## src/rtl/rr_grant_arbiter.sv

```systemverilog
// Round-robin grant arbiter.
// Shares one downstream resource among NUM_REQ requesters. One registered
// one-hot grant is issued at a time; the owner keeps it until it signals
// done, drops its request, or the hold-time limit (MAX_HOLD) expires.
// A rotating priority pointer gives fairness: after a release the pointer
// moves to the slot just past the previous owner.
//
// Handshake: a requester asserts req[i] and keeps it high while it wants the
// resource. It owns the resource in every cycle where grant[i]=1. It ends
// ownership by pulsing done[i] or lowering req[i]. The grant drops on the
// following edge. There is always at least one grant-free cycle between two
// owners, which gives a break-before-make handover.
module rr_grant_arbiter #(
    parameter int NUM_REQ  = 4,
    parameter int MAX_HOLD = 8,
    parameter int ID_W     = $clog2(NUM_REQ)
) (
    input  logic               clk,
    input  logic               rst,
    input  logic [NUM_REQ-1:0] req,
    input  logic [NUM_REQ-1:0] done,
    output logic [NUM_REQ-1:0] grant,
    output logic               grant_valid,
    output logic [ID_W-1:0]    grant_id,
    output logic               timeout,
    output logic               dbg_state
);

    // Hold counter only needs to reach MAX_HOLD-1.
    localparam int CNT_W = (MAX_HOLD > 1) ? $clog2(MAX_HOLD) : 1;
    localparam bit TIMEOUT_EN = (MAX_HOLD > 0);
    localparam logic [CNT_W-1:0] HOLD_LAST = (MAX_HOLD > 0) ? CNT_W'(MAX_HOLD - 1) : '0;
    localparam logic [ID_W:0] NREQ_EXT = (ID_W + 1)'(NUM_REQ);

    typedef enum logic {
        ST_IDLE  = 1'b0,
        ST_OWNED = 1'b1
    } state_t;

    // Registered state
    state_t               r_state;
    logic [NUM_REQ-1:0]   r_grant;
    logic [ID_W-1:0]      r_grant_id;
    logic [ID_W-1:0]      r_ptr;
    logic [CNT_W-1:0]     r_cnt;
    logic                 r_timeout;

    // Next-state values
    state_t               w_state_nxt;
    logic [NUM_REQ-1:0]   w_grant_nxt;
    logic [ID_W-1:0]      w_grant_id_nxt;
    logic [ID_W-1:0]      w_ptr_nxt;
    logic [CNT_W-1:0]     w_cnt_nxt;
    logic                 w_timeout_nxt;

    // Winner search helpers
    logic [2*NUM_REQ-1:0] w_req_dbl;
    logic [NUM_REQ-1:0]   w_req_rot;
    logic [ID_W-1:0]      w_off;
    logic [ID_W:0]        w_win_sum;
    logic [ID_W-1:0]      w_winner;
    logic                 w_any_req;
    logic [NUM_REQ-1:0]   w_winner_onehot;

    // Release helpers
    logic                 w_owner_done;
    logic                 w_owner_req;
    logic                 w_limit;
    logic                 w_release;
    logic [ID_W:0]        w_ptr_inc;
    logic [ID_W-1:0]      w_ptr_after;

    // Rotate the request vector so bit 0 is the slot the pointer names,
    // then take the lowest set bit and map it back to an absolute index.
    always_comb begin
        w_req_dbl = {req, req} >> r_ptr;
        w_req_rot = w_req_dbl[NUM_REQ-1:0];
        w_any_req = |req;
        w_off     = '0;
        for (int i = NUM_REQ - 1; i >= 0; i--) begin
            if (w_req_rot[i]) begin
                w_off = ID_W'(i);
            end
        end
        w_win_sum = {1'b0, r_ptr} + {1'b0, w_off};
        if (w_win_sum >= NREQ_EXT) begin
            w_win_sum = w_win_sum - NREQ_EXT;
        end
        w_winner        = w_win_sum[ID_W-1:0];
        w_winner_onehot = NUM_REQ'(1) << w_winner;
    end

    // Owner release conditions; only the owner's own req/done bits matter.
    always_comb begin
        w_owner_done = |(done & r_grant);
        w_owner_req  = |(req & r_grant);
        w_limit      = TIMEOUT_EN && (r_cnt == HOLD_LAST);
        w_release    = w_owner_done || !w_owner_req || w_limit;
        w_ptr_inc    = {1'b0, r_grant_id} + (ID_W + 1)'(1);
        if (w_ptr_inc == NREQ_EXT) begin
            w_ptr_after = '0;
        end else begin
            w_ptr_after = w_ptr_inc[ID_W-1:0];
        end
    end

    // Next-state and next-output logic for the IDLE/OWNED machine.
    always_comb begin
        w_state_nxt    = r_state;
        w_grant_nxt    = r_grant;
        w_grant_id_nxt = r_grant_id;
        w_ptr_nxt      = r_ptr;
        w_cnt_nxt      = r_cnt;
        w_timeout_nxt  = 1'b0;
        case (r_state)
            ST_IDLE: begin
                if (w_any_req) begin
                    w_state_nxt    = ST_OWNED;
                    w_grant_nxt    = w_winner_onehot;
                    w_grant_id_nxt = w_winner;
                    w_cnt_nxt      = '0;
                end
            end
            ST_OWNED: begin
                w_cnt_nxt = r_cnt + CNT_W'(1);
                if (w_release) begin
                    w_state_nxt   = ST_IDLE;
                    w_grant_nxt   = '0;
                    w_ptr_nxt     = w_ptr_after;
                    w_cnt_nxt     = '0;
                    // A forced revoke only counts when the owner did not
                    // release on its own in the same cycle.
                    w_timeout_nxt = w_limit && w_owner_req && !w_owner_done;
                end
            end
            default: begin
                w_state_nxt = ST_IDLE;
                w_grant_nxt = '0;
            end
        endcase
    end

    // State and output registers; reset clears everything including the pointer.
    always_ff @(posedge clk or posedge rst) begin
        if (rst) begin
            r_state    <= ST_IDLE;
            r_grant    <= '0;
            r_grant_id <= '0;
            r_ptr      <= '0;
            r_cnt      <= '0;
            r_timeout  <= 1'b0;
        end else begin
            r_state    <= w_state_nxt;
            r_grant    <= w_grant_nxt;
            r_grant_id <= w_grant_id_nxt;
            r_ptr      <= w_ptr_nxt;
            r_cnt      <= w_cnt_nxt;
            r_timeout  <= w_timeout_nxt;
        end
    end

    assign grant       = r_grant;
    assign grant_valid = |r_grant;
    assign grant_id    = r_grant_id;
    assign timeout     = r_timeout;
    assign dbg_state   = r_state;

endmodule

```

## config.mk

```make
export PLATFORM = sky130hd
export DESIGN_NAME = rr_grant_arbiter
export DESIGN_NICKNAME = d
export VERILOG_FILES = /design/src/rtl/rr_grant_arbiter.sv
export SDC_FILE = /design/constraint.sdc
export NUM_CORES = 1
export LEC_CHECK = 0
export CAP_MARGIN = 0
export CORE_AREA = 4 4 42 51
export DETAILED_ROUTE_END_ITERATION = 16
export DIE_AREA = 0 0 46 55
export PLACE_DENSITY = 0.82
export SLEW_MARGIN = 20
export SYNTH_ARGS = -nofsm -noshare
export SYNTH_HDL_FRONTEND = slang
export SYNTH_SLANG_ARGS = --single-unit
```

## constraint.sdc

```tcl
create_clock -name clk -period 3.4 [get_ports clk]
set_clock_uncertainty 0.1 [all_clocks]
set_input_delay 0.34 -clock clk [delete_from_list [all_inputs] [get_ports clk]]
set_output_delay 0.34 -clock clk [all_outputs]
set_load 0.01 [all_outputs]
```

## Word-level counts from Yosys, hierarchy flattened

Index checks and enable logic that the tools add are counted.

- Input port bits: 10
- Flip-flop bits (word level): 13

- Bitwise logic cells: 3
- Eq/ne operators: 4
- Muxes and demuxes: 17
- Add/subtract/negate cells: 4
- Magnitude comparators: 1
- Reduce and logical (&&, ||, !) cells: 13
- Shift-type cells: 2

Operators by type and width:

| operator | count |
|---|---|
| OR reduction 4 bit | 4 |
| 2-to-1 mux 2 bit | 6 |
| AND 4 bit | 2 |
| 2-to-1 mux 4 bit | 2 |
| one-hot mux 4 bit (2 select lines) | 1 |
| right shift 8 x 2 -> 4 bit | 1 |
| == test 3 bit (second input constant) | 2 |
| 2-to-1 mux 3 bit | 2 |
| one-hot mux 3 bit (2 select lines) | 1 |
| AND reduction 2 bit | 3 |
| 2-to-1 mux 1 bit | 4 |
| << shifter 1 x 2 -> 4 bit (first input constant) | 1 |
| adder 2 x 1 -> 3 bit (second input constant) | 1 |
| adder 2 x 2 -> 3 bit | 1 |
| adder 3 x 1 -> 3 bit (second input constant) | 1 |
| greater-or-equal comparator 3 bit (second input constant) | 1 |
| logical AND 1 bit | 2 |
| logical NOT 1 bit | 2 |
| logical OR 1 bit | 2 |
| inequality test 2 x 1 -> 1 bit (second input constant) | 1 |
| inequality test 2 bit (second input constant) | 1 |
| one-hot mux 1 bit (2 select lines) | 1 |
| subtractor 2 x 1 -> 2 bit (second input constant) | 1 |
| inverter 1 bit | 1 |

## Logic depth before layout (Yosys ltp)

- Word-level depth: 11
- Gate-level depth with buffers: 8
- Gate-level depth less buffers: 8

## Worst setup path after synthesis

Ideal clock, no wire load.

- Kind: register to register
- Start: register r_ptr[0]
- End: register r_grant[1] (netlist: grant[1])
- Required time: 3.179 ns
- Path slack: 1.314 ns
- Library setup time: 0.121 ns
- Data arrival time: 1.865 ns
- Cell stages (with the launch flop): 8
- Path through: dfrtp_1 -> clkbuf_4 -> or4_1 -> o211ai_1 -> ha_1 -> xnor2_1 -> xnor2_2 -> a32o_2

- Longest elaborated chain between the ends: 11

Ends and longest elaborated chain:

| element | RTL line | RTL |
|---|---|---|
| start, declared | 44 | `logic [ID_W-1:0] r_ptr;` |
| start signal, assigned | 156 | `r_ptr <= w_ptr_nxt;` |
| right shift 8 x 2 -> 4 bit | 76 | `w_req_dbl = {req, req} >> r_ptr;` |
| 2-to-1 mux 2 bit (4 in series) | 81 | `if (w_req_rot[i]) begin` |
| adder 2 x 2 -> 3 bit (*) | 85 | `w_win_sum = {1'b0, r_ptr} + {1'b0, w_off};` |
| greater-or-equal comparator 3 bit / subtractor 2 x 1 -> 2 bit (equally long branches) | 86, 87 |  |
| 2-to-1 mux 2 bit (*) | 86 | `if (w_win_sum >= NREQ_EXT) begin` |
| << shifter 1 x 2 -> 4 bit (*) | 90 | `w_winner_onehot = NUM_REQ'(1) << w_winner;` |
| 2-to-1 mux 4 bit (*) | 117 | `if (w_any_req) begin` |
| one-hot mux 4 bit (2 select lines) (*) | 115 | `case (r_state)` |
| end signal, assigned | 154 | `r_grant <= w_grant_nxt;` |
| end, declared | 42 | `logic [NUM_REQ-1:0] r_grant;` |

Mark *: on every way between the ends. The rest lies on a longest branch, timed or not. The select of a mux whose other input is x is not followed.
A chain may end at the register's enable or synchronous reset.

## Final worst setup path

- Start: input req[2]
- End: register r_grant[1] (netlist: grant[1])

- Longest elaborated chain between the ends: 11

Ends and longest elaborated chain:

| element | RTL line | RTL |
|---|---|---|
| start, declared | 20 | `input logic [NUM_REQ-1:0] req,` |
| right shift 8 x 2 -> 4 bit | 76 |  |
| 2-to-1 mux 2 bit (4 in series) | 81 |  |
| adder 2 x 2 -> 3 bit | 85 |  |
| greater-or-equal comparator 3 bit / subtractor 2 x 1 -> 2 bit (equally long branches) | 86, 87 |  |
| 2-to-1 mux 2 bit | 86 |  |
| << shifter 1 x 2 -> 4 bit | 90 |  |
| 2-to-1 mux 4 bit | 117 |  |
| one-hot mux 4 bit (2 select lines) | 115 |  |

Parallel ways exist; a longest one is shown, timed or not. The select of a mux whose other input is x is not followed.

==> results.json <==
{
  "period_share": 0.691,
  "drive_above_1_share": 0.137,
  "max-slew-margin-rel": 0.675,
  "cp_slowest_cell": "clkdlybuf4s50_1",
  "syn2layout_area_growth_pct": 24.7,
  "grt_pass1_vias": 681,
  "regArea_um2": 325,
  "post-place-ws_ns": 0.769,
  "clk_latency_ns": 0.28,
  "startpoint_type": "input pin",
  "hpwl_mm": 1.40,
  "n_fill_cell": 138,
  "path_class": "input pin to flip-flop",
  "dieHeight_um": 55,
  "crit_arrival_ns": 2.42,
  "final_cell_mix": "clkdlybuf4s50_1 (18), dfrtp_1 (13), nor2_1 (9)",
  "syn_area_per_cell_um2": 10.7,
  "timing.fmax_mhz": 426,
  "wirelength_mm": 1.78,
  "max_cap_violations": 0,
  "slew_viol_final": 0,
  "grt_busiest_layer": "met2",
  "crit_path_end_kind": "flip-flop",
  "synthCells": 76,
  "dpl.cell_count": 109,
  "die-area_um2": 2530,
  "cp_num_buf_inv": 1,
  "ir_worst_vdd_mv": 0.394,
  "grt_pass1_wl_mm": 2.93,
  "overflow": 0,
  "grt_max_degree": 14,
  "power_density_nw_per_um2": 782,
  "postCtsSetupBuffers": 0,
  "rsz0062_at_grt": "false",
  "cp_top_family": "buffers and inverters",
  "synth_warnings": 0,
  "ys_seq_elements": 13,
  "num_rows": 16,
  "critPathRequiredTime_ns": 3.47,
  "min_path_type": "input pin to asynchronous set/reset pin",
  "gr-usage-met3": 0.0421,
  "num_antenna_cells": 0,
  "clk_path_buf_depth": 2,
  "pin_count": 19,
  "grt_util_all_layers": 0.165,
  "fin_nets": 110,
  "cts_root_buffer": "clkbuf_4",
  "grt_use_met2": 0.273,
  "final.setup.worst_slack_ns": 1.05,
  "synth_nets": 90,
  "place_area_um2": 982,
  "r2r_cells": 6,
  "final_area_um2": 1010,
  "setup_viol": 0,
  "tightest_slew_ns": 0.483,
  "cts.htree.levels": 1,
  "p_leak_nw": 0.452,
  "firstDrtPassIters": 4,
  "crit_chain": "clkdlybuf4s50_1 > or4_1 > o211ai_1 > ha_1 > xnor2_1 > xnor2_2 > a32o_2",
  "cts.sinks": 13,
  "crit_path_max_incr_delay_ns": 0.59,
  "period_minus_slack_ns": 2.35,
  "hold_viol_final": 0,
  "finalPower_mw": 0.790,
  "ys_seq_area_frac": 0.402,
  "coreArea_um2": 1640,
  "synth_top_cell_by_area": "dfrtp_1",
  "portBuffers": 18,
  "die_w_um": 46,
  "synthesis.area_um2": 810,
  "drt_iter0_markers": 26,
  "synth_top_area_frac": 0.402,
  "switchingPower_mw": 0.321,
  "vias": 680,
  "intPower_mw": 0.469,
  "via_per_inst": 6.02,
  "multi_input_area_um2": 443,
  "clkPwrFrac": 0.121,
  "cts_tree": "built",
  "status": "finished, final reports clean",
  "post_cts_resized": 0,
  "cp.depth": 7,
  "cts_inserted_buffers": 3,
  "initial_core_util": 0.493,
  "clkTransAtPathRegs_ns": 0.08,
  "drtAntennaViolNets": 0,
  "synth_cell_types": 37,
  "pwr-share-comb": 0.526,
  "hold_buffers": 0,
  "ys_top_cells_by_area": "dfrtp_1 (40%), ha_1 (6.2%), a22o_1 (5.4%)",
  "critPathMaxFanout": 10,
  "instances_no_fill": 113,
  "p_seq_frac": 0.353,
  "setup_tns_ns": 0,
  "gp_congestion": 0.861,
  "grt_util_met1": 0.185,
  "wl_per_cell_um": 15.8,
  "drcViolationCount": 0,
  "antenna_found_initial": 0,
  "power_switching_share": 0.407,
  "final_common_cell": "clkdlybuf4s50_1"
}
## Yosys cell counts
cell       instances
nand3_1            1
a21o_1             2
o32ai_2            1
o211ai_2           1
clkbuf_4           1
o2bb2ai_1          2
nand2b_2           1
nor2_1             9
o21ai_1            1
a32oi_2            1
or4_1              2
a32o_2             1
nor2_2             1
nand2_1            3
nor2b_1            1
mux2_1             1
xnor2_1            1
and2_1             1
o211ai_1           2
dfrtp_1           13
xnor2_2            1
o311a_1            1
o32ai_1            1
and2b_1            1
inv_1              3
or3_1              1
mux2_2             1
ha_1               4
a21oi_1            1
nor4_2             1
o21ai_0            1
a22o_1             5
nand2b_1           1
buf_6              2
nor3_1             3
a311oi_1           1
a22oi_1            2
## metal layers
metal / vias up / share of wire
met5: - / 0
met4: 0 / 0.030
met3: 8 / 0.049
met2: 23 / 0.53
met1: 322 / 0.39
li1: 327 / -
## sequential cells by signal (all words and copies together), names as in the netlist
| signal | flops |
|---|---|
| timeout | 1 |
| r_cnt | 3 |
| r_ptr | 2 |
| grant | 4 |
| dbg_state | 1 |
| grant_id | 2 |
## power by group through the flow
| stage | sequential [mW] | combinational, mW | clock [mW] |
|---|---|---|---|
| 4_1_cts | 0.279 | 0.419 | 0.0953 |
| 3_5_place_dp | 0.283 | 0.418 | 0 |
| 2_1_floorplan | 0.267 | 0.284 | 0 |
| 6_report | 0.279 | 0.416 | 0.0954 |
| 5_1_grt | 0.288 | 0.454 | 0.107 |
| 3_3_place_gp | 0.278 | 0.397 | 0 |
## kinds of logic (layout without fill, tap and decap cells)
group,after synthesis,after routing,synth area share
multiplexers,2,2,0.0278
adder cells (fa/ha/maj),4,4,0.0618
buffers and inverters,6,25,0.0510
flip-flops,13,13,0.402
XOR/XNOR,2,2,0.0309
AO/OA/AOI/OAI,23,23,0.253
AND/OR/NAND/NOR,26,26,0.173
## final cells by class
| type | instances | share of cell area |
|---|---|---|
| multi-input cells | 57 | 0.439 |
| inverters | 3 | 0.0112 |
| well taps | 18 | 0.0223 |
| clock buffers | 3 | 0.0223 |
| repair buffers | 18 | 0.178 |
| flip-flops and latches | 13 | 0.322 |
| clock inverters | 1 | 0.00496 |
## stage by stage
step | util | hold WS (ns)
2_1_floorplan | - | 0.117
3_3_place_gp | 0.598 | 0.388
3_5_place_dp | 0.598 | 0.405
4_1_cts | 0.615 | 0.292
5_1_grt | 0.615 | 0.303
6_report | 0.615 | 0.268
## worst paths after layout
kind / from / endpoint / slack, ns
hold reg to reg: r_cnt[2]$_DFFE_PP0P_ / r_cnt[2]$_DFFE_PP0P_ / 0.42
setup / recovery: req[2] / grant[1]$_DFFE_PP0P_ / 1.05
min in group clk: r_cnt[2]$_DFFE_PP0P_ / r_cnt[2]$_DFFE_PP0P_ / 0.42
hold / removal: rst / r_ptr[0]$_DFFE_PP0P_ / 0.27
setup reg to reg: r_ptr[0]$_DFFE_PP0P_ / grant[1]$_DFFE_PP0P_ / 1.17
max in group asynchronous: rst / grant[1]$_DFFE_PP0P_ / 2.60
(Power assumes the default switching activity.)
